===== config.mk =====
export PLATFORM = sky130hd
export DESIGN_NAME = boot_ctrl
export DESIGN_NICKNAME = d
export VERILOG_FILES = /design/src/rtl/boot_ctrl.sv
export SDC_FILE = /design/constraint.sdc
export NUM_CORES = 1
export LEC_CHECK = 0
export BUFFER_PORTS_ARGS = -buffer_cell sky130_fd_sc_hd__buf_2
export CAP_MARGIN = 15
export CORE_MARGIN = 2
export CORE_UTILIZATION = 44
export CTS_CLUSTER_SIZE = 30
export DETAILED_ROUTE_END_ITERATION = 12
export PLACE_DENSITY_LB_ADDON = 0.3
export SETUP_SLACK_MARGIN = 0.3
export SYNTH_ARGS = -nofsm -noshare
export SYNTH_HDL_FRONTEND = slang
export SYNTH_SLANG_ARGS = --single-unit

===== constraint.sdc =====
create_clock -name CLK -period 2.8 [get_ports CLK]
set_input_delay 0.56 -clock CLK [delete_from_list [all_inputs] [get_ports CLK]]
set_output_delay 0.56 -clock CLK [all_outputs]
set_load 0.01 [all_outputs]

===== src/rtl/boot_ctrl.sv =====
// boot_ctrl: streams a program into instruction memory, then runs the core
// out of reset until it parks on halt_pc or exceeds its cycle budget.
//
// Ports:
//   CLK, RST                  clock, asynchronous active-high reset
//   load_valid/ready/data/last  program word stream (ready only while loading)
//   start                     begin a run, or re-run the loaded program
//   reload                    drop the program and return to loading
//   halt_pc, core_pc          halt (self-loop) address and live core PC
//   core_rst                  core reset, released only while running
//   imem_we/addr/wdata        instruction-memory write port
//   words_loaded              words written since loading began
//   cycle_count               cycles spent in the current or last run
//   done, pass                run finished; finished by halt, not timeout
module boot_ctrl #(
    parameter int XLEN        = 32,
    parameter int IMEM_DEPTH  = 256,
    parameter int CNT_W       = 16,
    parameter int CYCLE_LIMIT = 1000,
    parameter int HALT_HOLD   = 2
) (
    input  logic                          CLK,
    input  logic                          RST,
    input  logic                          load_valid,
    output logic                          load_ready,
    input  logic [XLEN-1:0]               load_data,
    input  logic                          load_last,
    input  logic                          start,
    input  logic                          reload,
    input  logic [XLEN-1:0]               halt_pc,
    input  logic [XLEN-1:0]               core_pc,
    output logic                          core_rst,
    output logic                          imem_we,
    output logic [$clog2(IMEM_DEPTH)-1:0] imem_addr,
    output logic [XLEN-1:0]               imem_wdata,
    output logic [$clog2(IMEM_DEPTH):0]   words_loaded,
    output logic [CNT_W-1:0]              cycle_count,
    output logic                          done,
    output logic                          pass
);

    localparam int AW = $clog2(IMEM_DEPTH);
    localparam int HW = $clog2(HALT_HOLD + 1);

    typedef enum logic [2:0] {
        S_LOAD,
        S_WAIT,
        S_RUN,
        S_HALT,
        S_TIMEOUT
    } state_t;

    state_t state;
    state_t state_nxt;

    logic [AW-1:0]    wptr;
    logic [AW:0]      wcnt;
    logic [CNT_W-1:0] cyc;
    logic [HW-1:0]    hold;
    logic             done_q;
    logic             pass_q;

    logic accept;
    logic last_beat;
    logic go;
    logic halt_det;
    logic tmo_det;
    logic enter_load;
    logic enter_run;

    assign accept     = load_valid & load_ready;
    // The final memory slot ends the load even without load_last.
    assign last_beat  = load_last | (wptr == AW'(IMEM_DEPTH - 1));
    assign go         = start & (wcnt != '0);
    assign halt_det   = (hold >= HW'(HALT_HOLD));
    assign tmo_det    = (cyc == CNT_W'(CYCLE_LIMIT - 1));
    assign enter_load = (state != S_LOAD) && (state_nxt == S_LOAD);
    assign enter_run  = (state != S_RUN) && (state_nxt == S_RUN);

    always_ff @(posedge CLK or posedge RST) begin
        if (RST) begin
            state <= S_LOAD;
        end else begin
            state <= state_nxt;
        end
    end

    // reload is tested before start so it wins when both are high.
    always_comb begin
        state_nxt = state;
        unique case (state)
            S_LOAD: begin
                if (accept && last_beat) state_nxt = S_WAIT;
            end
            S_WAIT, S_HALT, S_TIMEOUT: begin
                if (reload)  state_nxt = S_LOAD;
                else if (go) state_nxt = S_RUN;
            end
            S_RUN: begin
                if (halt_det)     state_nxt = S_HALT;
                else if (tmo_det) state_nxt = S_TIMEOUT;
            end
            default: state_nxt = S_LOAD;
        endcase
    end

    always_comb begin
        load_ready = 1'b0;
        core_rst   = 1'b1;
        unique case (state)
            S_LOAD:  load_ready = 1'b1;
            S_RUN:   core_rst   = 1'b0;
            default: ;
        endcase
    end

    always_ff @(posedge CLK or posedge RST) begin
        if (RST) begin
            wptr   <= '0;
            wcnt   <= '0;
            cyc    <= '0;
            hold   <= '0;
            done_q <= 1'b0;
            pass_q <= 1'b0;
        end else begin
            if (accept) begin
                wptr <= wptr + AW'(1);
                wcnt <= wcnt + (AW+1)'(1);
            end else if (enter_load) begin
                wptr <= '0;
                wcnt <= '0;
            end

            if (enter_run) begin
                cyc  <= '0;
                hold <= '0;
            end else if (state == S_RUN) begin
                // Count only cycles that stay in RUN so the value
                // freezes at the last run cycle on exit.
                if (state_nxt == S_RUN) cyc <= cyc + CNT_W'(1);
                if (core_pc == halt_pc) begin
                    if (!halt_det) hold <= hold + HW'(1);
                end else begin
                    hold <= '0;
                end
            end

            done_q <= (state_nxt == S_HALT) || (state_nxt == S_TIMEOUT);
            pass_q <= (state_nxt == S_HALT);
        end
    end

    assign imem_we      = accept;
    assign imem_addr    = wptr;
    assign imem_wdata   = load_data;
    assign words_loaded = wcnt;
    assign cycle_count  = cyc;
    assign done         = done_q;
    assign pass         = pass_q;

endmodule


# Word-level counts from Yosys, hierarchy flattened
# Index checks and enable logic that the tools add are counted.
dict set report word_totals {
  reg_bits 40
  latchBits 0
  ramBits 0
  mem_bits_ro 0
  inputBits 102
  out_inout_bits 70
  word_cells 60
  memories 0
}
dict set report op_classes {
  addsub 4
  multipliers 0
  n_div 0
  n_lt_le_gt_ge 1
  eq_ne 12
  shifts 0
  n_mux 19
  n_bitwise 3
  reduce_logical 14
}
# op count
set op_table {}
lappend op_table {{two-way mux 16 bit} 3}
lappend op_table {{== test 32 bit} 1}
lappend op_table {{two-way mux 9 bit} 2}
lappend op_table {{adder 16 x 1 -> 16 bit (second input constant)} 1}
lappend op_table {{== test 16 x 10 -> 1 bit (second input constant)} 1}
lappend op_table {{two-way mux 8 bit} 2}
lappend op_table {{two-way mux 3 bit} 5}
lappend op_table {{== test 3 x 2 -> 1 bit (second input constant)} 4}
lappend op_table {{adder 9 x 1 -> 9 bit (second input constant)} 1}
lappend op_table {{one-hot mux 3 bit (3 select lines)} 1}
lappend op_table {{nonzero test 9 bit} 1}
lappend op_table {{adder 8 x 1 -> 8 bit (second input constant)} 1}
lappend op_table {{== test 8 bit (second input constant)} 1}
lappend op_table {{two-way mux 2 bit} 4}
lappend op_table {{== test 3 bit (second input constant)} 2}
lappend op_table {{logical NOT 3 bit} 2}
lappend op_table {{nonzero test 2 bit} 3}
lappend op_table {{AND reduction 2 bit} 2}
lappend op_table {{== test 3 x 1 -> 1 bit (second input constant)} 1}
lappend op_table {{logical AND 1 bit} 3}
lappend op_table {{inequality test 3 x 2 -> 1 bit (second input constant)} 1}
lappend op_table {{inequality test 3 bit (second input constant)} 1}
lappend op_table {{nonzero test 3 bit} 1}
lappend op_table {{OR reduction 3 bit} 1}
lappend op_table {{other kinds (6)} 8}

# Logic depth before layout (Yosys ltp)
# Gate-level depths: netlist (run 1).
dict set report depth {
  word_depth 10
  depth_mapped 11
  mapped_depth_nobuf 8
}

# Worst setup path before layout (run 1)
# OpenSTA, ideal clock, no wires.
dict set report synth_timing {
  path_kind {flip-flop to flip-flop}
  from {reg wcnt[0] (netlist: words_loaded[0])}
  to {reg cyc[0] (netlist: cycle_count[0])}
  arrival_time_ns 2.108
  required_time_ns 2.682
  path_slack_ns 0.574
  path_stages_with_launch 11
  period_less_slack_ns 2.226
  path_cell_list {dfrtp_1 inv_1 ha_1 or4b_1 nor3_1 nor3_2 o211ai_2 buf_4 buf_4 nor3_1 a21o_1}
}
dict set report synth_via {
  elab_chain_cells 9
  elab_cells_between_ends 11
  cone_classes {1 x eq/ne; 4 x mux; 1 x bitwise; 5 x reduce/logical}
}
# item line
set synth_rtl {}
lappend synth_rtl {{start, declared} 57} ;# logic [AW:0] wcnt;
lappend synth_rtl {{start signal, assigned} 128} ;# wcnt <= wcnt + (AW+1)'(1);
lappend synth_rtl {{nonzero test 9 bit *} 74} ;# assign go = start & (wcnt != '0);
lappend synth_rtl {{bitwise AND 1 bit *} 74}
lappend synth_rtl {{two-way mux 3 bit *} 97} ;# else if (go) state_nxt = S_RUN;
lappend synth_rtl {{two-way mux 3 bit *} 96} ;# if (reload) state_nxt = S_LOAD;
lappend synth_rtl {{one-hot mux 3 bit (3 select lines) *} 91} ;# unique case (state)
lappend synth_rtl {{== test 3 x 2 -> 1 bit *} {78, 140}}
lappend synth_rtl {{logical AND 1 bit} 78} ;# assign enter_run = (state != S_RUN) && (state_nxt == S_RUN);
lappend synth_rtl {{nonzero test 2 bit (no line)} -}
lappend synth_rtl {{AND reduction 2 bit (no line)} -}
lappend synth_rtl {{end signal, assigned} 140} ;# if (state_nxt == S_RUN) cyc <= cyc + CNT_W'(1);
lappend synth_rtl {{end, declared} 58} ;# logic [CNT_W-1:0] cyc;
# Every way passes the cells marked *; elsewhere a longest branch is shown, timed or not.
# A chain may end at the register's enable or synchronous reset.

# Final worst setup path (run 1)
dict set report layout_timing {
  from {reg wcnt[0] (netlist: words_loaded[0])}
  to {reg cyc[13] (netlist: cycle_count[13])}
}
# Same word-level chain as after synthesis.

==> results.md, run 1 <==
* Vias in the first global route at 2413
* CTS Buf Count at 5
* Root Buffer: clkbuf_8
* Slew @ Worst Pin at 0.673 ns
* Hold buffers post-CTS at 0
* Mapped Nets at 426
* Outcome: completed
* Congestion Overflow GR at 0
* Final Hold Vio Count at 0
* Gate power share at 0.337
* Area Overhead vs Synth at 17.6%
* Int Power at 1.15 mW
* Multi-input logic area at 1470 sq um
* Worst r2r src: words_loaded[0]
* Power after layout at 1.81 mW
* Reg area at 1000 sq um
* GP Congestion at 0.877
* Share of layout cells above drive strength 1 at 0.336
* Clock power frac at 0.259
* Final wirelength at 6.46 mm
* Async SR Flop Fraction at 1.00
* H-Tree Depth at 2
* Setup TNS at 0 ns
* Antenna viol nets, final at 0
* Max-slew violations at 0
* Final Skew at 0.0144 ns
* CTS sink cnt at 40
* Post-DP HPWL at 4.84 mm
* Die Span Y at 83.5 um
* Sequential fraction of the synthesis area at 0.360
* First-pass iteration count of the detailed router at 4
* R2r worst-path depth at 9
* Num rows at 28
* Netlist area before placement at 2780 sq um
* Nets at 502
* TritonCTS clock tree: built
* Mapped Avg Cell Area at 8.71 sq um
* Die Wd at 83.5 um
* P per Cell Area at 554 nW/um^2
* I/O pin count at 172
* Slew margin rel. at 0.550
* Setup violators final at 0
* Worst setup margin at 0.479 ns
* Post-layout minimum cycle time at 2.32 ns
* DR DRC count at 0
* Unique masters post-synth at 46
* Critical path class: flip-flop to flip-flop
* Crit Path Max Fanout at 16
* R2R setup slack at 0.48 ns
* Worst EP required at 3.02 ns
* Vias per cell at 5.42
* First-pass GRT wire length at 11.0 mm
* CP Capture Type: flip-flop
* P_leak at 1.57 nW
* Starting DRT DRC Count at 168
* Core area at 6030 sq um
* WL per Instance at 13.7 um
* Fill cell count at 585
* Worst r2r dst: cycle_count[13]
* Number of max-cap violations at 0
* Antenna violations before repair at 0
* Setup WS pre-CTS at 0.391 ns
* VDD IR-drop max at 0.484 mV
* CP startpoint kind: flip-flop
* Bufs on Longest Clock Path at 2
* Area of the die at 6970 sq um
* Util after Layout at 0.543
* Primary FF master, synth: dfrtp_1
* Worst Path Arrival at 2.54 ns
* Seq cells post-synth at 40
* IO buf count at 107
* Switching Power at 0.660 mW
* YS warnings at 0
* RSZ-0062 raised after global routing: yes
* Switching share of power at 0.364
* Worst hold slack at 0.375 ns
* FMAX at 0.431 GHz
* # diodes at 0
* Number of enable flip-flop cells after synthesis at 0
* Largest net degree at the start of global routing at 41
* Initial Utilization at 0.461
* Final period util at 0.829
* Gate Count Post-Synth at 319
* Clk_lat worst skew at 0.30 ns
* Clock-pin slew on the worst setup and hold paths at 0.08 ns
* Reg power frac at 0.404
* Hold crit path type: input pin to async pin
* Total number of vias at 2552
* GRT Total Usage at 0.188
-- per-layer routing --
metal	GRT usage	routed length, um
met5	0	0
met1	0.257	2900
met3	0.0524	468
met2	0.302	3070
met4	0.0367	23
-- state kept, by name (all words and copies together) (netlist names) --
| register | flops |
|---|---|
| cycle_count | 16 |
| done | 1 |
| pass | 1 |
| imem_addr | 8 |
| words_loaded | 9 |
| state | 3 |
| hold | 2 |
-- area by class of cell --
cell class,count,share of cell area
timing repair buffer,111,0.173
tap,75,0.0287
clock buffer,6,0.0222
inverter,8,0.00918
multi-input combinational,229,0.449
clock inverter,2,0.0107
sequential,40,0.307
-- placed cells by master (no fill, tap or decap), types with 6 or more instances in the layout --
cell type	count
o21ai_0	33
xor2_1	18
nand2_1	26
nand3_1	12
nor2_1	20
and3_1	6
nand4_1	14
nor4_1	8
buf_2	107
inv_1	6
xnor2_1	16
a21oi_1	10
dfrtp_1	37
o31ai_1	8
or4_1	7
-- timing repair --
| action | 4_1_cts | 5_1_grt |
|---|---|---|
| gates resized for setup | 0 | 7 |
| setup buffers | 0 | 0 |
| setup endpoints to repair | 0 | 14 |
| endpoints found under the hold margin | 0 | 0 |
-- power groups by stage --
stage                     sequential [mW]  clock (mW)  combinational (mW)
after global placement              0.731           0               0.581
final                               0.731       0.470               0.610
after floorplan                     0.734           0               0.426
after global routing                0.745       0.508               0.688
after detailed placement            0.735           0               0.584
after CTS                           0.722       0.484               0.590
-- cells by family (layout without fill, tap and decap cells) --
kind of cell / Yosys count / in the layout / share of synthesized area
AO/OA/AOI/OAI: 73 / 73 / 0.161
XOR/XNOR: 34 / 34 / 0.107
adder cells (fa/ha/maj): 5 / 5 / 0.0225
buffers and inverters: 50 / 127 / 0.119
flip-flops: 40 / 40 / 0.360
multiplexers: 1 / 1 / 0.00405
AND/OR/NAND/NOR: 116 / 116 / 0.226
-- worst max-delay path, cell delays in order (launching register included) --
cell	delay, ns
dfrtp_1	0.47
inv_1	0.07
ha_1	0.20
or4b_1	0.24
nor3_4	0.07
nor3_2	0.18
o211ai_2	0.15
buf_4	0.20
or4_1	0.50
a21oi_1	0.16
-- worst max-delay path by stage --
| stage | depth (start not counted) | slack (ns) | from | end |
|---|---|---|---|---|
| finish | 9 | 0.48 | words_loaded[0] | cycle_count[13] |
| global route | 9 | 0.29 | words_loaded[0] | cycle_count[10] |
| detailed placement | 9 | 0.39 | state[0] | cycle_count[8] |
| floorplan | 10 | 0.57 | words_loaded[0] | cycle_count[0] |
| CTS | 9 | 0.39 | state[0] | cycle_count[13] |
| global placement | 9 | 0.47 | load_valid | cycle_count[13] |
-- metrics by stage --
step / instance area (sq um) / instances
2_1_floorplan: 2780 / 319
3_3_place_gp: 3140 / 463
3_5_place_dp: 3140 / 463
4_1_cts: 3250 / 471
5_1_grt: 3270 / 471
6_report: 3270 / 471
-- cell usage after synthesis (2+ instances only) --
cell       n  area (sq um)
a21oi_1   10          50.1
a31oi_1    5          31.3
and2_1     2          12.5
and3_1     6          37.5
buf_4     36           270
clkbuf_1   4          15.0
dfrtp_1   40          1000
ha_1       5          62.6
inv_1      6          22.5
inv_2      2          7.51
nand2_1   26          97.6
nand3_1   12          60.1
nand4_1   14          87.6
nor2_1    20          75.1
nor3_1     5          25.0
nor3_2     2          20.0
nor4_1     8          50.1
o211ai_1   2          15.0
o21a_1     2          15.0
o21ai_0   34           170
o22ai_1    4          25.0
o31ai_1    8          60.1
or3_1      5          31.3
or4_1      7          52.6
xnor2_1   16           140
xor2_1    18           158
No activity file was read; power rests on OpenSTA's default activity.
==> run 2, diff against run 1 <==
--- a/config.mk
+++ b/config.mk
@@ -5,10 +5,11 @@
 export SDC_FILE = /design/constraint.sdc
 export NUM_CORES = 1
 export LEC_CHECK = 0
+export ABC_AREA = 1
 export BUFFER_PORTS_ARGS = -buffer_cell sky130_fd_sc_hd__buf_2
 export CAP_MARGIN = 15
 export CORE_MARGIN = 2
-export CORE_UTILIZATION = 44
+export CORE_UTILIZATION = 47
 export CTS_CLUSTER_SIZE = 30
 export DETAILED_ROUTE_END_ITERATION = 12
 export PLACE_DENSITY_LB_ADDON = 0.3
==> constraint.sdc (replaced) <==
create_clock -name CLK -period 2.29 [get_ports CLK]
set_input_delay 0.458 -clock CLK [delete_from_list [all_inputs] [get_ports CLK]]
set_output_delay 0.458 -clock CLK [all_outputs]
set_load 0.01 [all_outputs]
==> results.md, run 2 <==
* YS warnings at 0
* Starting DRT DRC Count at 170
* Nets at 724
* CP Capture Type: primary output
* P per Cell Area at 655 nW/um^2
* Max-slew violations at 0
* Final wirelength at 8.55 mm
* Vias in the first global route at 3380
* Die Wd at 89.9 um
* # diodes at 0
* Root Buffer: clkbuf_8
* Number of max-cap violations at 0
* FMAX at 0.529 GHz
* Area Overhead vs Synth at 15.6%
* Setup violators final at 0
* Num rows at 31
* CTS Buf Count at 5
* Initial Utilization at 0.483
* Mapped Avg Cell Area at 6.46 sq um
* Gate Count Post-Synth at 536
* Worst EP required at 1.83 ns
* Primary FF master, synth: dfrtp_1
* Die Span Y at 89.9 um
* Yosys top cell area share at 0.289
* GP Congestion at 0.866
* Vias per cell at 4.78
* Slew margin rel. at 0.644
* Post-DP HPWL at 6.52 mm
* Commonest non-fill, non-tap cells in the layout: 177 x nand2_1, 107 x buf_2, 95 x inv_1, 44 x nand3_1, 41 x nor2_1
* Design Area, Final at 4010 sq um
* I/O pin count at 172
* TritonCTS clock tree: built
* Total number of vias at 3427
* Final Hold Vio Count at 0
* H-Tree Depth at 2
* Worst hold slack at 0.281 ns
* Final period util at 0.826
* Seq cells post-synth at 40
* Hold buffers post-CTS at 0
* First-pass GRT wire length at 14.7 mm
* Antenna viol nets, final at 0
* Bufs on Longest Clock Path at 2
* Share of layout cells above drive strength 1 at 0.249
* CTS sink cnt at 40
* Number of enable flip-flop cells after synthesis at 0
* Sequential fraction of the synthesis area at 0.289
* Unique masters post-synth at 31
* IO buf count at 107
* Worst setup startpoint: state[0]
* Largest net degree at the start of global routing at 41
* Clock-pin slew on the worst setup and hold paths at 0.08 ns
* Mapped Nets at 643
* Count leader, synth: nand2_1
* Largest register FFs at 16
* Placed Area at 3840 sq um
* GRT Total Usage at 0.216
* Netlist area before placement at 3460 sq um
* WL per Instance at 11.9 um
* Crit Path Max Fanout at 16
* DR DRC count at 0
* Async SR Flop Fraction at 1.00
* VDD IR-drop max at 0.552 mV
* Area of the die at 8070 sq um
* CP startpoint kind: flip-flop
* RSZ-0062 raised after global routing: no
* Commonest cells post-synth: 177 x nand2_1, 95 x inv_1, 44 x nand3_1
* Clk_lat worst skew at 0.30 ns
* Post-layout minimum cycle time at 1.89 ns
* Fill cell count at 688
* Outcome: completed
* Commonest non-fill, non-tap cell in the layout: nand2_1
* Antenna violations before repair at 0
* Critical path class: flip-flop to primary output
* Slew @ Worst Pin at 0.534 ns
* First-pass iteration count of the detailed router at 4
* Worst Path Arrival at 1.43 ns
* Dominant cell type by area after synthesis: dfrtp_1
* Congestion Overflow GR at 0
* P_leak at 2.39 nW
* Setup TNS at 0 ns
* Hold crit path type: input pin to async pin
* Worst r2r src: words_loaded[0]
* Synth area leaders: dfrtp_1 29%, nand2_1 19%, inv_1 10%, buf_4 7.4%, nand3_1 6.4%
* Final Skew at 0.0125 ns
* Core area at 7180 sq um
## run 2: cell count changes in the layout (fill, tap and decap cells not counted), moves of 9 or more
cell,delta
inv_1,+89
nand2_1,+151
nand3_1,+32
nand3_2,+11
nor2_1,+21
o21ai_0,-22
xnor2_1,-9
## run 2: power by group
| group | internal [mW] | switching (mW) | leakage [nW] |
|---|---|---|---|
| clock | 0.245 | 0.257 | 0.0445 |
| combinational | 0.477 | 0.716 | 1.80 |
| sequential | 0.801 | 0.128 | 0.548 |
## run 2: cells by family after synthesis
family          after synthesis  synth area share
compound gates               16            0.0246
xor+xnor                     21            0.0531
fa+ha+maj                     5            0.0181
buf+inv                     140             0.196
flops                        40             0.289
simple gates                314             0.419
## run 2: worst paths after layout
check	cells after the start	to	slack, ns
setup / recovery	4	imem_we	0.40
hold / removal	3	imem_addr[3]	0.28
setup reg to reg	14	cycle_count[7]	0.48
hold reg to reg	2	imem_addr[3]	0.53
max in group asynchronous	3	pass	1.64
min in group CLK	4	state[2]	0.53
## run 2: through the flow
| stage | util | std cells | power [mW] | worst slack, ns |
|---|---|---|---|---|
| after floorplan | - | 536 | 1.76 | 0.599 |
| after global placement | 0.535 | 704 | 1.97 | 0.469 |
| after detailed placement | 0.535 | 704 | 2.01 | 0.385 |
| after CTS | 0.549 | 712 | 2.52 | 0.379 |
| after global routing | 0.558 | 717 | 2.82 | 0.303 |
| final | 0.558 | 717 | 2.62 | 0.399 |
## run 2: critical path: stages (launching register included)
cell and delay (ns):
dfrtp_1 0.46, nor3_4 0.27, nand2_2 0.11, clkinv_4 0.14, buf_2 0.15
## run 2: layout make-up
cell class	instances	area [sq um]	share of cell area
Timing Repair Buffer	115	621	0.155
Multi-Input combinational cell	356	1790	0.447
Clock buffer	7	86.3	0.0215
Clock inverter	1	7.51	0.00187
Inverter	99	377	0.0940
Sequential cell	40	1000	0.250
Tap cell	99	124	0.0309
## run 2: what timing repair did
| item | CTS | global route |
|---|---|---|
| buffers inserted | 0 | 5 |
| gates resized for setup | 0 | 2 |
| endpoints found under the setup margin | 0 | 32 |
| hold endpoints to repair | 0 | 0 |
## run 2: routing by layer
| metal | vias up | global-route usage | wire (um) |
|---|---|---|---|
| met4 | 0 | 0.0885 | 244 |
| met1 | 1554 | 0.245 | 3580 |
| li1 | 1749 | - | - |
| met3 | 30 | 0.0327 | 446 |
| met2 | 94 | 0.403 | 4290 |
| met5 | - | 0 | 0 |
==> run 3, diff against run 2 <==
--- a/config.mk
+++ b/config.mk
@@ -5,11 +5,11 @@
 export SDC_FILE = /design/constraint.sdc
 export NUM_CORES = 1
 export LEC_CHECK = 0
-export ABC_AREA = 1
+export ABC_AREA = 0
 export BUFFER_PORTS_ARGS = -buffer_cell sky130_fd_sc_hd__buf_2
 export CAP_MARGIN = 15
 export CORE_MARGIN = 2
-export CORE_UTILIZATION = 47
+export CORE_UTILIZATION = 39
 export CTS_CLUSTER_SIZE = 30
 export DETAILED_ROUTE_END_ITERATION = 12
 export PLACE_DENSITY_LB_ADDON = 0.3
==> constraint.sdc (replaced) <==
create_clock -name CLK -period 1.7 [get_ports CLK]
set_input_delay 0.34 -clock CLK [delete_from_list [all_inputs] [get_ports CLK]]
set_output_delay 0.34 -clock CLK [all_outputs]
set_load 0.01 [all_outputs]
==> results.md, run 3 (synthesis results as in run 1) <==
* Die Wd at 88.4 um
* Final Hold Vio Count at 0
* Bufs on Longest Clock Path at 2
* H-Tree Depth at 2
* GP Congestion at 0.840
* I/O pin count at 172
* WL per Instance at 15.1 um
* TritonCTS clock tree: built
* Fill cell count at 583
* Crit Path Max Fanout at 5
* First-pass iteration count of the detailed router at 4
* CTS Buf Count at 5
* P per Cell Area at 904 nW/um^2
* CP startpoint kind: flip-flop
* Slew margin rel. at 0.719
* CP cell instances: inv_2 -> ha_4 -> or4b_4 -> nor3_4 -> nor3_4 -> o211ai_4 -> buf_2 -> or4_1 -> a21oi_2
* Switching share of power at 0.381
* Largest register FFs at 16
* Violated checks: negative setup slack
* Root Buffer: clkbuf_8
* Commonest non-fill, non-tap cell in the layout: buf_2
* Vias per cell at 5.18
* Vias in the first global route at 3115
* Reg power frac at 0.277
* Starting DRT DRC Count at 87
* Slew @ Worst Pin at 0.418 ns
* Reg area at 1000 sq um
* Final period util at 1.29
* Max-slew violations at 0
* Worst Path Arrival at 2.39 ns
* Antenna violations before repair at 1
* Area of the die at 7820 sq um
* Antenna viol nets, final at 0
* Number of max-cap violations at 0
* CP max stage cell: or4b_4
* CTS sink cnt at 40
* Final Skew at 0.00898 ns
* Commonest non-fill, non-tap cells in the layout: 104 x buf_2, 73 x buf_4, 37 x dfrtp_1, 27 x buf_6, 20 x nand2_1
* IO buf count at 107
* Int Power at 2.54 mW
* Power after layout at 4.09 mW
* Num rows at 30
* Clk_lat worst skew at 0.30 ns
* First-pass GRT wire length at 14.0 mm
* Multi-input logic area at 1830 sq um
* CP peak stage delay at 0.49 ns
* Largest net degree at the start of global routing at 41
* CP Capture Type: flip-flop
* Clock power frac at 0.168
* Final wirelength at 8.92 mm
* GRT Total Usage at 0.226
* Initial Utilization at 0.407
* Outcome: finished with violations
* Nets at 599
* Total number of vias at 3053
* Congestion Overflow GR at 0
* FMAX at 0.454 GHz
* Switching Power at 1.56 mW
* Area Overhead vs Synth at 63.1%
* DR DRC count at 0
* P_leak at 2.19 nW
* Share of layout cells above drive strength 1 at 0.602
* Core area at 6830 sq um
* Setup TNS at -9.13 ns
* Setup violators final at 35
* Gate power share at 0.555
* Hold crit path type: input pin to async pin
* Worst setup margin at -0.501 ns
* Die Span Y at 88.4 um
* Post-DP HPWL at 6.08 mm
* RSZ-0062 raised after global routing: yes
* Worst hold slack at 0.0784 ns
* VDD IR-drop max at 0.761 mV
* Worst EP required at 1.89 ns
* Clock-pin slew on the worst setup and hold paths at 0.08 ns
* # diodes at 0
* Post-layout minimum cycle time at 2.20 ns
* CP most frequent cell: nor3_4
* Critical path class: flip-flop to flip-flop
==> run 3: routing by layer <==
metal  vias to the layer above  track usage  wire length [um]
met4                         0       0.0758               170
met1                      1466        0.273              3640
li1                       1470            -                 -
met3                        22       0.0532               437
met2                        95        0.398              4670
met5                         -            0                 0
==> run 3: worst paths after layout <==
check / from / endpoint / slack (ns) / depth (start not counted)
max: words_loaded[1] / cycle_count[6] / -0.50 / 9
min: RST / imem_addr[0] / 0.08 / 3
max reg2reg: words_loaded[1] / cycle_count[6] / -0.50 / 9
min reg2reg: imem_addr[3] / imem_addr[3] / 0.58 / 2
max in group asynchronous: RST / state[1] / 1.41 / 3
min in group CLK: reload / state[0] / 0.44 / 4
==> run 3: worst max-delay path: cells and delay by family, from the launching register on <==
| family | cells | cell delay [ns] |
|---|---|---|
| simple gates | 4 | 0.89 |
| flops | 1 | 0.42 |
| compound gates | 2 | 0.34 |
| buf+inv | 2 | 0.32 |
| fa+ha+maj | 1 | 0.12 |
==> run 3: per-stage QoR <==
step | instances | setup slack, ns | util | area (sq um)
floorplan | 319 | -0.386 | - | 2880
global placement | 557 | -0.399 | 0.557 | 3800
detailed placement | 557 | -0.490 | 0.557 | 3800
CTS | 581 | -0.427 | 0.618 | 4220
global route | 589 | -0.576 | 0.663 | 4530
finish | 589 | -0.501 | 0.663 | 4530
==> run 3: final cells by class <==
class,instances,area share
clock buffers,6,0.0182
clock inverters,2,0.00221
inverters,8,0.00773
multi-input cells,229,0.404
flip-flops and latches,40,0.222
well taps,96,0.0265
repair buffers,208,0.319
==> run 3: timing repair <==
action	in CTS	in global routing
gates resized for setup	48	67
buffers inserted	15	7
hold buffers	0	0
cloned	1	1
pin swaps	14	16
endpoints found under the setup margin	42	43
==> run 3: power by group through the flow <==
stage	combinational (mW)	clock [mW]	sequential [mW]
after floorplan	0.841	0	1.23
after global placement	1.44	0	1.15
after detailed placement	1.48	0	1.15
after CTS	1.87	0.698	1.13
after global routing	2.43	0.736	1.15
final	2.27	0.689	1.13
